===== config.mk =====
export PLATFORM = sky130hd
export DESIGN_NAME = wb_post_wrbuf
export DESIGN_NICKNAME = d
export VERILOG_FILES = /design/src/rtl/wb_post_pkg.sv /design/src/rtl/wb_post_fifo.sv /design/src/rtl/wb_post_wrbuf.sv
export SDC_FILE = /design/constraint.sdc
export NUM_CORES = 1
export LEC_CHECK = 0
export CAP_MARGIN = 20
export CORE_MARGIN = 5
export CORE_UTILIZATION = 25
export CTS_CLUSTER_DIAMETER = 50
export DETAILED_ROUTE_END_ITERATION = 10
export PLACE_DENSITY_LB_ADDON = 0.12
export RECOVER_POWER = 50
export SLEW_MARGIN = 10
export SYNTH_ARGS = -nofsm -noshare
export SYNTH_HDL_FRONTEND = slang
export SYNTH_SLANG_ARGS = --single-unit

===== constraint.sdc =====
create_clock -name wb_clk_i -period 27.4 [get_ports wb_clk_i]
set_clock_uncertainty 0.15 [all_clocks]
set_input_delay 5.48 -clock wb_clk_i [delete_from_list [all_inputs] [get_ports wb_clk_i]]
set_output_delay 5.48 -clock wb_clk_i [all_outputs]
set_load 0.1 [all_outputs]

===== src/rtl/wb_post_pkg.sv =====
// Shared constants, defaults and FSM state encoding for the wb_post_wrbuf posted-write buffer.
package wb_post_pkg;
    localparam int DW_DEF  = 32;
    localparam int AW_DEF  = 30;
    localparam int ENTRY_W = AW_DEF + DW_DEF + DW_DEF / 8;

    localparam logic [2:0] CTI_CLASSIC = 3'b000;

    typedef enum logic [1:0] {
        ST_IDLE,
        ST_WRITE,
        ST_READ,
        ST_RD_RESP
    } state_e;
endpackage


===== src/rtl/wb_post_fifo.sv =====
// Circular queue of posted write entries; when WB_POST_MERGE_EN is defined the
// most recently pushed (tail) entry can be rewritten in place.
module wb_post_fifo #(
    parameter int W       = 8,
    parameter int DEPTH   = 4,
    parameter int DEPTH_W = 2
) (
    input  logic             clk,
    input  logic             rst,
    input  logic             push,
    input  logic [W-1:0]     push_data,
    input  logic             pop,
`ifdef WB_POST_MERGE_EN
    input  logic             tail_wr,
    input  logic [W-1:0]     tail_data,
    output logic [W-1:0]     tail,
`endif
    output logic [W-1:0]     head,
    output logic [DEPTH_W:0] count
);
    logic [W-1:0]       mem_q [DEPTH];
    logic [W-1:0]       mem_d [DEPTH];
    logic [DEPTH_W-1:0] wr_ptr_q, wr_ptr_d;
    logic [DEPTH_W-1:0] rd_ptr_q, rd_ptr_d;
    logic [DEPTH_W:0]   count_q, count_d;

    always_comb begin
        wr_ptr_d = wr_ptr_q + DEPTH_W'(push);
        rd_ptr_d = rd_ptr_q + DEPTH_W'(pop);
        count_d  = count_q + (DEPTH_W+1)'(push) - (DEPTH_W+1)'(pop);
        mem_d    = mem_q;
        if (push) begin
            mem_d[wr_ptr_q] = push_data;
        end
`ifdef WB_POST_MERGE_EN
        else if (tail_wr) begin
            mem_d[wr_ptr_q - DEPTH_W'(1)] = tail_data;
        end
`endif
    end

    // Storage carries no reset; only the pointers and occupancy define validity.
    always_ff @(posedge clk) begin
        mem_q <= mem_d;
    end

    always_ff @(posedge clk) begin
        if (rst) begin
            wr_ptr_q <= '0;
            rd_ptr_q <= '0;
            count_q  <= '0;
        end else begin
            wr_ptr_q <= wr_ptr_d;
            rd_ptr_q <= rd_ptr_d;
            count_q  <= count_d;
        end
    end

    assign head  = mem_q[rd_ptr_q];
    assign count = count_q;
`ifdef WB_POST_MERGE_EN
    assign tail  = mem_q[wr_ptr_q - DEPTH_W'(1)];
`endif
endmodule


===== src/rtl/wb_post_wrbuf.sv =====
// Wishbone posted-write buffer: acks writes after one cycle, drains them in order,
// and holds reads until the queue is empty. Define WB_POST_MERGE_EN to merge same-address writes into the tail.
module wb_post_wrbuf
    import wb_post_pkg::*;
#(
    parameter int DW      = DW_DEF,
    parameter int AW      = AW_DEF,
    parameter int DEPTH   = 4,
    parameter int DEPTH_W = 2
) (
    input  logic                wb_clk_i,
    input  logic                wb_rst_i,
    input  logic                s_wb_cyc_i,
    input  logic                s_wb_stb_i,
    input  logic                s_wb_we_i,
    input  logic [AW-1:0]       s_wb_addr_i,
    input  logic [DW-1:0]       s_wb_dat_i,
    input  logic [DW/8-1:0]     s_wb_sel_i,
    output logic                s_wb_ack_o,
    output logic [DW-1:0]       s_wb_dat_o,
    output logic                m_wb_cyc_o,
    output logic                m_wb_stb_o,
    output logic                m_wb_we_o,
    output logic [AW-1:0]       m_wb_addr_o,
    output logic [DW-1:0]       m_wb_dat_o,
    output logic [DW/8-1:0]     m_wb_sel_o,
    output logic [2:0]          m_wb_cti_o,
    input  logic                m_wb_ack_i,
    input  logic [DW-1:0]       m_wb_dat_i,
    output logic                buf_empty_o,
    output logic [DEPTH_W:0]    buf_count_o
);
    localparam int SW = DW / 8;
    localparam int EW = AW + DW + SW;
    localparam logic [DEPTH_W:0] CNT_FULL = (DEPTH_W+1)'(DEPTH);
    localparam logic [DEPTH_W:0] CNT_ONE  = (DEPTH_W+1)'(1);

    state_e           state_q, state_d;
    logic             cyc_q, cyc_d;
    logic             ack_q, ack_d;
    logic             abort_q, abort_d;
    logic [DW-1:0]    rdat_q, rdat_d;

    logic             new_req, new_wr, new_rd;
    logic             push, pop, merge;
    logic [EW-1:0]    head;
    logic [DEPTH_W:0] count;

    assign new_req = s_wb_cyc_i & s_wb_stb_i & ~ack_q;
    assign new_wr  = new_req & s_wb_we_i;
    assign new_rd  = new_req & ~s_wb_we_i;
    assign pop     = (state_q == ST_WRITE) & cyc_q & m_wb_ack_i;
    assign push    = new_wr & ~merge & (count < CNT_FULL);

`ifdef WB_POST_MERGE_EN
    logic [EW-1:0] tail;
    logic [EW-1:0] tail_data;
    logic [DW-1:0] merged_dat;

    // The entry being driven downstream is never rewritten, so merging into a lone head in WRITE is blocked.
    always_comb begin
        merged_dat = tail[SW +: DW];
        for (int i = 0; i < SW; i++) begin
            if (s_wb_sel_i[i]) begin
                merged_dat[i*8 +: 8] = s_wb_dat_i[i*8 +: 8];
            end
        end
        tail_data = {tail[EW-1 -: AW], merged_dat, tail[SW-1:0] | s_wb_sel_i};
        merge     = new_wr && (count != '0) && (tail[EW-1 -: AW] == s_wb_addr_i)
                    && !((state_q == ST_WRITE) && (count == CNT_ONE));
    end
`else
    assign merge = 1'b0;
`endif

    wb_post_fifo #(
        .W       (EW),
        .DEPTH   (DEPTH),
        .DEPTH_W (DEPTH_W)
    ) u_fifo (
        .clk       (wb_clk_i),
        .rst       (wb_rst_i),
        .push      (push),
        .push_data ({s_wb_addr_i, s_wb_dat_i, s_wb_sel_i}),
        .pop       (pop),
`ifdef WB_POST_MERGE_EN
        .tail_wr   (merge),
        .tail_data (tail_data),
        .tail      (tail),
`endif
        .head      (head),
        .count     (count)
    );

    // Between queued entries cyc drops for one cycle, giving each write its own classic cycle.
    always_comb begin
        state_d = state_q;
        cyc_d   = cyc_q;
        abort_d = abort_q;
        rdat_d  = rdat_q;
        ack_d   = push | merge;
        case (state_q)
            ST_IDLE: begin
                abort_d = 1'b0;
                if (count != '0) begin
                    state_d = ST_WRITE;
                    cyc_d   = 1'b1;
                end else if (new_rd) begin
                    state_d = ST_READ;
                    cyc_d   = 1'b1;
                end
            end
            ST_WRITE: begin
                if (!cyc_q) begin
                    cyc_d = 1'b1;
                end else if (m_wb_ack_i) begin
                    cyc_d = 1'b0;
                    if (count == CNT_ONE && !push) begin
                        state_d = ST_IDLE;
                    end
                end
            end
            ST_READ: begin
                if (!s_wb_cyc_i) begin
                    abort_d = 1'b1;
                end
                if (m_wb_ack_i) begin
                    cyc_d   = 1'b0;
                    rdat_d  = m_wb_dat_i;
                    ack_d   = s_wb_cyc_i & ~abort_q;
                    state_d = ST_RD_RESP;
                end
            end
            ST_RD_RESP: begin
                state_d = ST_IDLE;
            end
            default: begin
                state_d = ST_IDLE;
                cyc_d   = 1'b0;
            end
        endcase
    end

    always_ff @(posedge wb_clk_i) begin
        if (wb_rst_i) begin
            state_q <= ST_IDLE;
            cyc_q   <= 1'b0;
            ack_q   <= 1'b0;
            abort_q <= 1'b0;
            rdat_q  <= '0;
        end else begin
            state_q <= state_d;
            cyc_q   <= cyc_d;
            ack_q   <= ack_d;
            abort_q <= abort_d;
            rdat_q  <= rdat_d;
        end
    end

    always_comb begin
        m_wb_addr_o = '0;
        m_wb_dat_o  = '0;
        m_wb_sel_o  = '0;
        if (state_q == ST_WRITE) begin
            m_wb_addr_o = head[EW-1 -: AW];
            m_wb_dat_o  = head[SW +: DW];
            m_wb_sel_o  = head[SW-1:0];
        end else if (state_q == ST_READ) begin
            m_wb_addr_o = s_wb_addr_i;
            m_wb_sel_o  = s_wb_sel_i;
        end
    end

    assign m_wb_cyc_o  = cyc_q;
    assign m_wb_stb_o  = cyc_q;
    assign m_wb_we_o   = cyc_q & (state_q == ST_WRITE);
    assign m_wb_cti_o  = CTI_CLASSIC;
    assign s_wb_ack_o  = ack_q;
    assign s_wb_dat_o  = rdat_q;
    assign buf_count_o = count;
    assign buf_empty_o = (count == '0) && (state_q == ST_IDLE);
endmodule


# == Yosys cells after proc, flatten, opt, wreduce, memory -nomap -nowiden ==
# Index checks and enable logic that the tools add are counted.
# Widths: inputs -> output; s select.
# totals
reg_bits,308
latchBits,0
ram_bits,0
rom_bits,0
out_inout_bits,109
n_memories,0
# classes
addsub,4
mul,0
div,0
order_cmp,4
n_eq_ne,10
shift,0
mux,28
bitwise_logic,13
n_reduce_logical,13
# op_table
cell,count
$bwmux 264,1
$mux 66,3
$bmux 66 s2,1
$demux 66 s2,1
$mux 30,2
$mux 32,1
$mux 2,6
$ne 2x2->1 const B,5
$and 1x1->1,8
$mux 1,8
$mux 4,2
$pmux 2 s4,1
$ge 3x3->1 const B,2
$not 2->3,2
$reduce_bool 3->1,2
$reduce_and 5->1,1
$add 2x1->2,2
$eq 2x2->1 const B,2
$reduce_and 2->1,2
$add 3x1->3,1
$eq 3x1->1 const B,1
$logic_and 1x1->1,3
$logic_not 3->1,1
$lt 3x1->1 const B,1
11 further kinds,13

# == Depth between registers and ports, before layout ==
# Gate-level depths: netlist of the first run.
# depth
depth_word,10
ltp_mapped,12
mapped_depth_nobuf,11

# == Modules after synthesis ==
# From an unflattened synthesis of the first run, not the netlist that was laid out.
# unflattened
hier_cells,645
area_unflattened_um2,11937.7
# by_module_without_submodules
module,n_inst,cells_per_inst,area_per_inst_um2
wb_post_fifo,1,375,9848.2
wb_post_wrbuf,1,270,2089.5

# == Least setup slack after synthesis of the first run ==
# Ideal clock, no wire load.
# synth_timing
path_kind,input port to flip-flop
start,input port s_wb_we_i
end,"register u_fifo.mem_q[132] (netlist bit), enable pin"
setup_time_ps,675
arrival_time_ps,12482
t_required_ps,26575
setup_slack_ps,14093
path_stages,2
cell_sequence,nand4b_1 nor4b_1
# synth_via
elab_chain_cells,2
# synth_rtl
element,line,rtl
"start, declared",wb_post_wrbuf.sv:15,"input logic s_wb_we_i,"
$and 1x1->1,wb_post_wrbuf.sv:50,assign new_wr = new_req & s_wb_we_i;
$and 1x1->1,wb_post_wrbuf.sv:53,assign push = new_wr & ~merge & (count < CNT_FULL);
"end signal, assigned",wb_post_fifo.sv:44,mem_q <= mem_d;
"end, declared",wb_post_fifo.sv:21,logic [W-1:0] mem_q [DEPTH];
# Every way passes these cells.
# A chain may end at the register's enable or synchronous reset.

# == Worst setup path after layout of the first run ==
# layout_timing
start,input port s_wb_addr_i[19]
end,output port m_wb_addr_o[19]
# layout_via
elab_chain_cells,2
# layout_rtl
element,line,rtl
"start, declared",wb_post_wrbuf.sv:16,"input logic [AW-1:0] s_wb_addr_i,"
$mux 30,wb_post_wrbuf.sv:168,end else if (state_q == ST_READ) begin
$mux 30,wb_post_wrbuf.sv:164,if (state_q == ST_WRITE) begin
"end, declared",wb_post_wrbuf.sv:24,"output logic [AW-1:0] m_wb_addr_o,"
# Every way passes these cells.

==> impl_metrics.ini, run 1 <==
[floorplanning]
start_util = 0.254
core-area_sq_um = 46800
dieArea_sq_um = 51900
rows = 79
die_y_um = 228
ios = 213
die_w_um = 228

[timing]
worst_pin_slew_ns = 1.94
maxSlewHeadroom = -0.296
min_period_over_period = 0.479
whs_ns = 0.301
fmax_ghz = 0.0762
min_period_ns = 13.12
setup_violations = 0
finalWorstSetupSlack_ns = 14.28
slew_violations = 50
hold_viol = 0
rsz0062_at_grt = false
fin_tns_setup_ns = 0

[critical_path]
slowest_delay_ns = 1.14
timing.rr.end = u_fifo.count[2]
cp.arrival_ns = 7.49
critPathBufInv = 2
rr_startpoint = state_q[1]
cp_max_fo = 5
critPathRequiredTime_ns = 21.77
critPathTopFamily = buffers and inverters
path_class = in -> out
path_cells = dlygate4sd3_1 -> a22o_1 -> clkdlybuf4s50_1
ff2ff_setup_slack_ns = 24.17
startpoint = s_wb_addr_i[19]
start_kind = primary input
cpMaxStageDelayCell = clkdlybuf4s50_1
reg2reg_depth = 12
cp-end-kind = output pin

[grt]
grt-ovfl-total = 0
grt_use_total = 0.111
grt_pass1_vias = 7341
grt_pass1_wl_mm = 45.3
antenna_found_initial = 2
grt_start_max_net_pins = 71

[clock_network]
worstSkewPairLatency_ns = 0.54
post_cts_buffers = 0
cts_root_buf = clkbuf_16
cts_buffers = 42
clock-sinks = 308
h-tree-depth = 2
clkSlewWorstSetupHoldPaths_ns = 0.05
cts_tree = yes
cts_buffer_depth = 3
holdBufCountCts = 0
cts_resized = 0

[routing]
antenna_left = 0
wire_per_inst_um = 19.3
num_vias = 6533
drtIter0Drc = 338
avgViaCountPerCell = 4.34
wl_mm = 29.1
drc_errors = 0
drt_first_pass_iters = 4

[logic_synthesis]
synth.distinct_cells = 37
syn_inst = 641
synth_xor_xnor_area_share = 0.00295
ys_warn_count = 0
synth_top_cell_area_share = 0.668
yosys_register_bits = 308
synth-edff-count = 264
synthMuxAreaShare = 0.126
syn_area_sq_um = 11900
synth_fa_ha_area_frac = 0.00906
synth.avg_cell_area_sq_um = 18.5
synth_top_family_by_area = multiplexers
synthSimpleGateAreaFrac = 0.0539
synth-main-ff-cell = edfxtp_1
synth-compound-area-share = 0.0449
netlist_top_cells_area = edfxtp_1 67%, mux4_2 13%, dfxtp_1 7.4%, a22o_1 2.5%, nand2_1 2.1%
ys_seq_area_frac = 0.742
synth_area_leader_cell = edfxtp_1
async_flop_share = 0

[final_layout]
num-fill-cells = 4538
regArea_sq_um = 8820
multi_input_area_sq_um = 2850
layout_common_cells = 264 x edfxtp_1, 140 x clkdlybuf4s50_1, 69 x dlygate4sd3_1
fin_nets = 979
syn_to_final_growth_pct = 34.6
drive_above_1_share = 0.162
mostFrequentLayoutCell = edfxtp_1
fin_cells = 1507

[placed_design]
io_buffer_count = 209
place_ws_ns = 14.35
routabilityCongestion = 0.655
dp_cells = 1430
dpl.hpwl_mm = 17.6

[power_and_ir_drop]
vdd_ir_drop_max_mv = 0.0465
leakage_uw = 0.00507
p_per_area_nw_per_um2 = 87.6
finalPower_uw = 1400

[min_path]
holdPathStages = 2
holdPathEnd = s_wb_dat_o[25]
min_from = s_wb_dat_o[25]
min_path_type = reg -> reg

[status]
status = finished with violations
violations = max-capacitance violations, max-slew violations

[run]
cap_violations = 2
## report_power, final
group / internal (uW) / leakage [uW] / switching, uW / total [uW]
sequential: 524 / 0.00274 / 9.02 / 533
clock: 326 / 0.000652 / 201 / 526
combinational: 86.6 / 0.00167 / 253 / 339
## cells in the mapped netlist, drive strengths merged, types with 2 or more instances
| cell | n |
|---|---|
| xnor2 | 3 |
| nand2 | 66 |
| nor2 | 11 |
| a211oi | 2 |
| a21oi | 37 |
| and3 | 2 |
| nor4b | 2 |
| clkbuf | 18 |
| inv | 6 |
| buf | 24 |
| dfxtp | 44 |
| and2 | 34 |
| nor2b | 6 |
| edfxtp | 264 |
| a22o | 34 |
| ha | 7 |
| mux4 | 66 |
## worst register-to-register path, cell delays in order (launching register included)
cell     delay [ns]
dfxtp_1        0.32
inv_1          0.09
ha_2           0.21
buf_4          0.69
and3_1         0.38
ha_1           0.26
inv_1          0.06
ha_1           0.13
inv_1          0.05
fa_1           0.40
xor2_1         0.20
xnor2_1        0.13
nor2_1         0.05
## metal layers
layer	vias to the layer above	track usage	share of wire
met2	203	0.175	0.45
met4	2	0.0354	0.022
met1	3286	0.143	0.44
met5	-	0	0.00045
met3	54	0.0431	0.084
li1	2988	-	-
## area by class of cell
cell class,count,share of cell area
clock buffer,55,0.0695
sequential,308,0.552
clock inverter,21,0.0155
antenna,1,0.000157
inverter,6,0.00141
timing repair buffer,222,0.136
multi-input combinational,287,0.178
tap,607,0.0475
## state kept, by name (all words and copies together) (netlist names)
| register | flops |
|---|---|
| u_fifo.mem_q | 264 |
| s_wb_dat_o | 32 |
| u_fifo.count | 3 |
| state_q | 2 |
| u_fifo.rd_ptr_q | 2 |
| u_fifo.wr_ptr_q | 2 |
| abort_q | 1 |
| m_wb_cyc_o | 1 |
| s_wb_ack_o | 1 |
## worst max path at each step
| stage | cells past startpoint | to |
|---|---|---|
| floorplan | 2 | u_fifo.mem_q[132] |
| global placement | 3 | m_wb_sel_o[0] |
| detailed placement | 3 | m_wb_sel_o[0] |
| CTS | 3 | m_wb_sel_o[0] |
| global route | 3 | m_wb_addr_o[28] |
| finish | 3 | m_wb_addr_o[19] |
## cell families (layout without fill, tap and decap cells)
family                     Yosys count  in the layout
muxes                               67             67
buffers and inverters               48            304
other                                1              4
xor gates and xnor gates             4              4
adders and majority gates            8              8
AOI/OAI and AO/OA                   77             77
DFF                                308            308
and+or+nand+nor                    128            128
## stage by stage
stage,utilization,area [sq um]
after floorplan,-,11900
after global placement,0.313,14600
after detailed placement,0.313,14600
after CTS,0.342,16000
after global routing,0.342,16000
final,0.342,16000
Power figures use the tool's default switching activity.
==> run 2: changes to the inputs <==
Clock period 27.4 ns to 11.65 ns, I/O delays scaled along.
==> run 2 against run 1 <==
  * The run still ends with max-capacitance violations, max-slew violations left
  * Critical path depth unchanged
  * Cell count unchanged
  * Flip-flop and latch count unchanged
  * First-iteration DRC count decreased by 20%
  * Die area unchanged
  * Sequential share of layout area decreased by 0.11 points
  * Clock power increased by 140%
  * Clock-buffer cell count decreased by 6
  * Utilization increased by 0.067 points
  * Combinational power increased by 140%
  * Sequential power increased by 130%
  * Global-route usage increased by 0.15 points
  * Critical path type unchanged
  * Critical endpoint unchanged
  * Highest routed layer unchanged
==> impl_metrics.ini, run 2 (synthesis gave the netlist of run 1 again) <==
[status]
status = finished with violations
violations = max-capacitance violations, max-slew violations

[critical_path]
cp-end-kind = output pin
path_depth = 3
cpMaxStageDelayCell = clkdlybuf4s50_1
path_class = in -> out
start_kind = primary input
cp.arrival_ns = 4.34
cp_max_fo = 5
path_cells = dlygate4sd3_1 -> a22o_1 -> clkdlybuf4s50_1
critPathRequiredTime_ns = 9.17
critPathBufInv = 2
slowest_delay_ns = 1.14
reg2reg_depth = 12
critPathTopFamily = buffers and inverters
ff2ff_setup_slack_ns = 8.36

[timing]
worst_pin_slew_ns = 1.75
fin_tns_setup_ns = 0
slew_violations = 49
rsz0062_at_grt = false
setup_violations = 0
maxSlewHeadroom = -0.167
hold_viol = 0
fmax_ghz = 0.147
min_period_over_period = 0.585
whs_ns = 0.302
min_period_ns = 6.82

[placed_design]
io_buffer_count = 209
dpl.hpwl_mm = 17.8
routabilityCongestion = 0.667

[grt]
grt_use_total = 0.113
busiest_layer = met2
grt_pass1_wl_mm = 45.6
grt.met1_usage = 0.150
gr-usage-met3 = 0.0448
antenna_found_initial = 4
grt_start_max_net_pins = 71
use_met2 = 0.174
grt_pass1_vias = 7226
grt-ovfl-total = 0

[final_layout]
drive_above_1_share = 0.167
largest_register_ffs = 264
syn_to_final_growth_pct = 34.9
layout_common_cells = 264 x edfxtp_1, 141 x clkdlybuf4s50_1, 68 x dlygate4sd3_1
fin_nets = 978
mostFrequentLayoutCell = edfxtp_1
regMostFlops = u_fifo.mem_q
num-fill-cells = 4541

[clock_network]
worstSkewPairLatency_ns = 0.53
post_cts_buffers = 0
clock-sinks = 308
cts_tree = yes
h-tree-depth = 2
clkSlewWorstSetupHoldPaths_ns = 0.05
holdBufCountCts = 0
cts_buffers = 41
cts_buffer_depth = 3
cts_root_buf = clkbuf_16
cts_resized = 0

[floorplanning]
die_y_um = 228
ios = 213
rows = 79
dieArea_sq_um = 51900
core-area_sq_um = 46800
die_w_um = 228
start_util = 0.254

[routing]
wl_mm = 29.7
num_vias = 6527
drc_errors = 0
antenna_left = 0
drtIter0Drc = 272
drt_first_pass_iters = 4
avgViaCountPerCell = 4.33
wire_per_inst_um = 19.7

[run]
cap_violations = 2

[min_path]
min_path_type = reg -> reg
holdPathStages = 2

[power_and_ir_drop]
vdd_ir_drop_max_mv = 0.108
p_per_area_nw_per_um2 = 206
leakage_uw = 0.00508
-- run 2: cell type report --
type	count	area, sq um	area share
multi-input cells	287	2850	0.178
clock inverters	26	254	0.0159
clock buffers	49	1130	0.0705
flip-flops and latches	308	8820	0.551
repair buffers	222	2180	0.136
diodes	2	5.00	0.000313
well taps	607	759	0.0474
inverters	6	22.5	0.00141
-- run 2: layer usage --
layer  share of wire  up-vias
li1                -     2977
met1            0.46     3311
met2            0.45      193
met3           0.069       44
met4           0.020        2
met5         0.00037        -
-- run 2: path summary, 6_finish.rpt --
kind	from	to
setup / recovery	s_wb_addr_i[19]	m_wb_addr_o[19]
hold / removal	s_wb_dat_o[22]	s_wb_dat_o[22]
setup reg to reg	state_q[1]	u_fifo.count[2]
hold reg to reg	s_wb_dat_o[22]	s_wb_dat_o[22]
-- run 2: report_power, final --
| part | total (uW) | internal, uW | switching [uW] | leakage [uW] |
|---|---|---|---|---|
| logic | 800 | 204 | 596 | 0.00168 |
| registers | 1250 | 1230 | 20.8 | 0.00274 |
| clock network | 1250 | 782 | 470 | 0.000661 |
| total | 3310 | 2220 | 1090 | 0.00508 |
-- run 2: worst reg2reg max path: stages, from the launching register on --
cell and delay, ns:
dfxtp_1 0.32, inv_1 0.09, ha_2 0.21, buf_4 0.70, and3_1 0.39, ha_1 0.26
inv_1 0.06, ha_1 0.13, inv_1 0.05, fa_1 0.40, xor2_1 0.18, xnor2_1 0.16
nor2_1 0.05
-- run 2: metrics by stage --
| stage | setup WS, ns | instance area (sq um) | utilization | std cells | power, uW |
|---|---|---|---|---|---|
| floorplan | 1.49 | 11900 | - | 643 | 1870 |
| global placement | 4.90 | 14600 | 0.313 | 1430 | 2090 |
| detailed placement | 4.90 | 14600 | 0.313 | 1430 | 2090 |
| CTS | 4.90 | 16000 | 0.343 | 1505 | 3370 |
| global route | 4.78 | 16000 | 0.342 | 1506 | 3450 |
| finish | 4.83 | 16000 | 0.342 | 1507 | 3310 |
==> run 3: changes to the inputs <==
Clock period 11.65 ns to 6.1 ns, I/O delays scaled along.
==> run 3 against run 2 <==
  * The flow still finishes with violations (max-capacitance violations, max-slew violations)
  * Critical endpoint is now m_wb_sel_o[3]
  * Global-route usage increased by 0.16 points
  * Non-clock buffer count up 4
  * Clock-buffer cell count rose by 3
  * Die area is the same
  * Highest routed layer unchanged
  * First-iteration DRC count up 22%
==> impl_metrics.ini, run 3 (synthesis gave the netlist of run 1 again) <==
[power_and_ir_drop]
leakage_uw = 0.00510
switchingPower_uw = 2070
finalPower_uw = 6290
p_per_area_nw_per_um2 = 392
p_clk_frac = 0.377
vdd_ir_drop_max_mv = 0.192
pwr-share-comb = 0.243
p_int_uw = 4220
swShare = 0.330
pwr-share-seq = 0.380

[clock_network]
cts_buffers = 42
worstSkewPairLatency_ns = 0.54
clock-sinks = 308
cts_buffer_depth = 3
cts_tree = yes
holdBufCountCts = 0
h-tree-depth = 2
clkSlewWorstSetupHoldPaths_ns = 0.05
cts_root_buf = clkbuf_16
post_cts_buffers = 0
cts_resized = 0

[floorplanning]
rows = 79
start_util = 0.254
die_w_um = 228
ios = 213
die_y_um = 228
dieArea_sq_um = 51900
core-area_sq_um = 46800

[min_path]
holdPathStages = 2
min_path_type = reg -> reg
min_from = s_wb_dat_o[30]
holdPathEnd = s_wb_dat_o[30]

[routing]
avgViaCountPerCell = 4.33
antenna_left = 0
wl_mm = 29.9
num_vias = 6545
drt_first_pass_iters = 4
drc_errors = 0
wire_per_inst_um = 19.8
drtIter0Drc = 333

[final_layout]
fin_nets = 983
layout_common_cells = 264 x edfxtp_1, 140 x clkdlybuf4s50_1, 69 x dlygate4sd3_1
regMostFlops = u_fifo.mem_q
drive_above_1_share = 0.165
final_util = 0.343
largest_register_ffs = 264
multi_input_area_sq_um = 2850
num-fill-cells = 4522
regArea_sq_um = 8820
final_area_sq_um = 16000
syn_to_final_growth_pct = 35.1
mostFrequentLayoutCell = edfxtp_1

[timing]
maxSlewHeadroom = -0.229
fin_tns_setup_ns = 0
min_period_ns = 5.00
slew_violations = 62
worst_pin_slew_ns = 1.84
fmax_ghz = 0.200
rsz0062_at_grt = false
setup_violations = 0
min_period_over_period = 0.820
hold_viol = 0
whs_ns = 0.302

[run]
cap_violations = 2

[critical_path]
path_cells = inv_1 -> ha_1 -> nor2b_4 -> buf_4 -> a22o_1 -> clkdlybuf4s50_1
cp.arrival_ns = 3.63
slowest_delay_ns = 1.16
ff2ff_setup_slack_ns = 2.80
cpMaxStageDelayCell = clkdlybuf4s50_1
timing.rr.end = u_fifo.count[2]
path_class = reg -> out
cp-end-kind = output pin
start_kind = flop
critPathRequiredTime_ns = 4.73
cp_max_fo = 18
reg2reg_depth = 12
rr_startpoint = state_q[1]

[status]
status = finished with violations
violations = max-capacitance violations, max-slew violations

[grt]
antenna_found_initial = 2
grt_use_total = 0.114
grt_start_max_net_pins = 71
grt_pass1_wl_mm = 45.9
grt-ovfl-total = 0
grt_pass1_vias = 7233

[placed_design]
dpl.hpwl_mm = 17.8
post_dp_cell_area_sq_um = 14700
routabilityCongestion = 0.656
io_buffer_count = 209
## run 3: power groups by stage
| stage | Combinational, uW | Sequential, uW | Clock [uW] |
|---|---|---|---|
| floorplan | 923 | 2650 | 0 |
| finish | 1530 | 2390 | 2370 |
| global placement | 1560 | 2440 | 0 |
| CTS | 1560 | 2390 | 2470 |
| global route | 1600 | 2400 | 2570 |
| detailed placement | 1560 | 2440 | 0 |
## run 3: per-stage QoR
step,setup WS (ns),std cells
CTS,0.932,1510
floorplan,0.320,643
finish,1.10,1511
global route,0.882,1510
detailed placement,1.54,1434
global placement,1.57,1434
## run 3: how the worst max path moves through the flow
stage,from,to
detailed placement,state_q[0],m_wb_sel_o[3]
global route,state_q[0],m_wb_sel_o[3]
global placement,s_wb_sel_i[3],m_wb_sel_o[3]
floorplan,s_wb_we_i,u_fifo.mem_q[132]
CTS,state_q[0],m_wb_sel_o[3]
finish,state_q[0],m_wb_sel_o[3]
## run 3: worst max-delay path: cells and delay by family, from the launching register on
| kind | cells | cell delay (ns) |
|---|---|---|
| buf+inv | 3 | 1.66 |
| fa+ha+maj | 1 | 0.31 |
| compound gates | 1 | 0.26 |
| simple gates | 1 | 0.53 |
| flops | 1 | 0.31 |
## run 3: metal layers
layer | wire (um) | vias up | global-route usage
met5 | 11 | - | 0
met4 | 658 | 2 | 0.0372
met3 | 2290 | 49 | 0.0419
met2 | 13600 | 210 | 0.180
met1 | 13300 | 3299 | 0.148
li1 | - | 2985 | -
## run 3: cell type report
| class | count | share of cell area |
|---|---|---|
| clock inverters | 24 | 0.0140 |
| flip-flops and latches | 308 | 0.550 |
| inverters | 6 | 0.00140 |
| diodes | 1 | 0.000156 |
| multi-input cells | 287 | 0.177 |
| repair buffers | 226 | 0.138 |
| clock buffers | 52 | 0.0718 |
| well taps | 607 | 0.0474 |
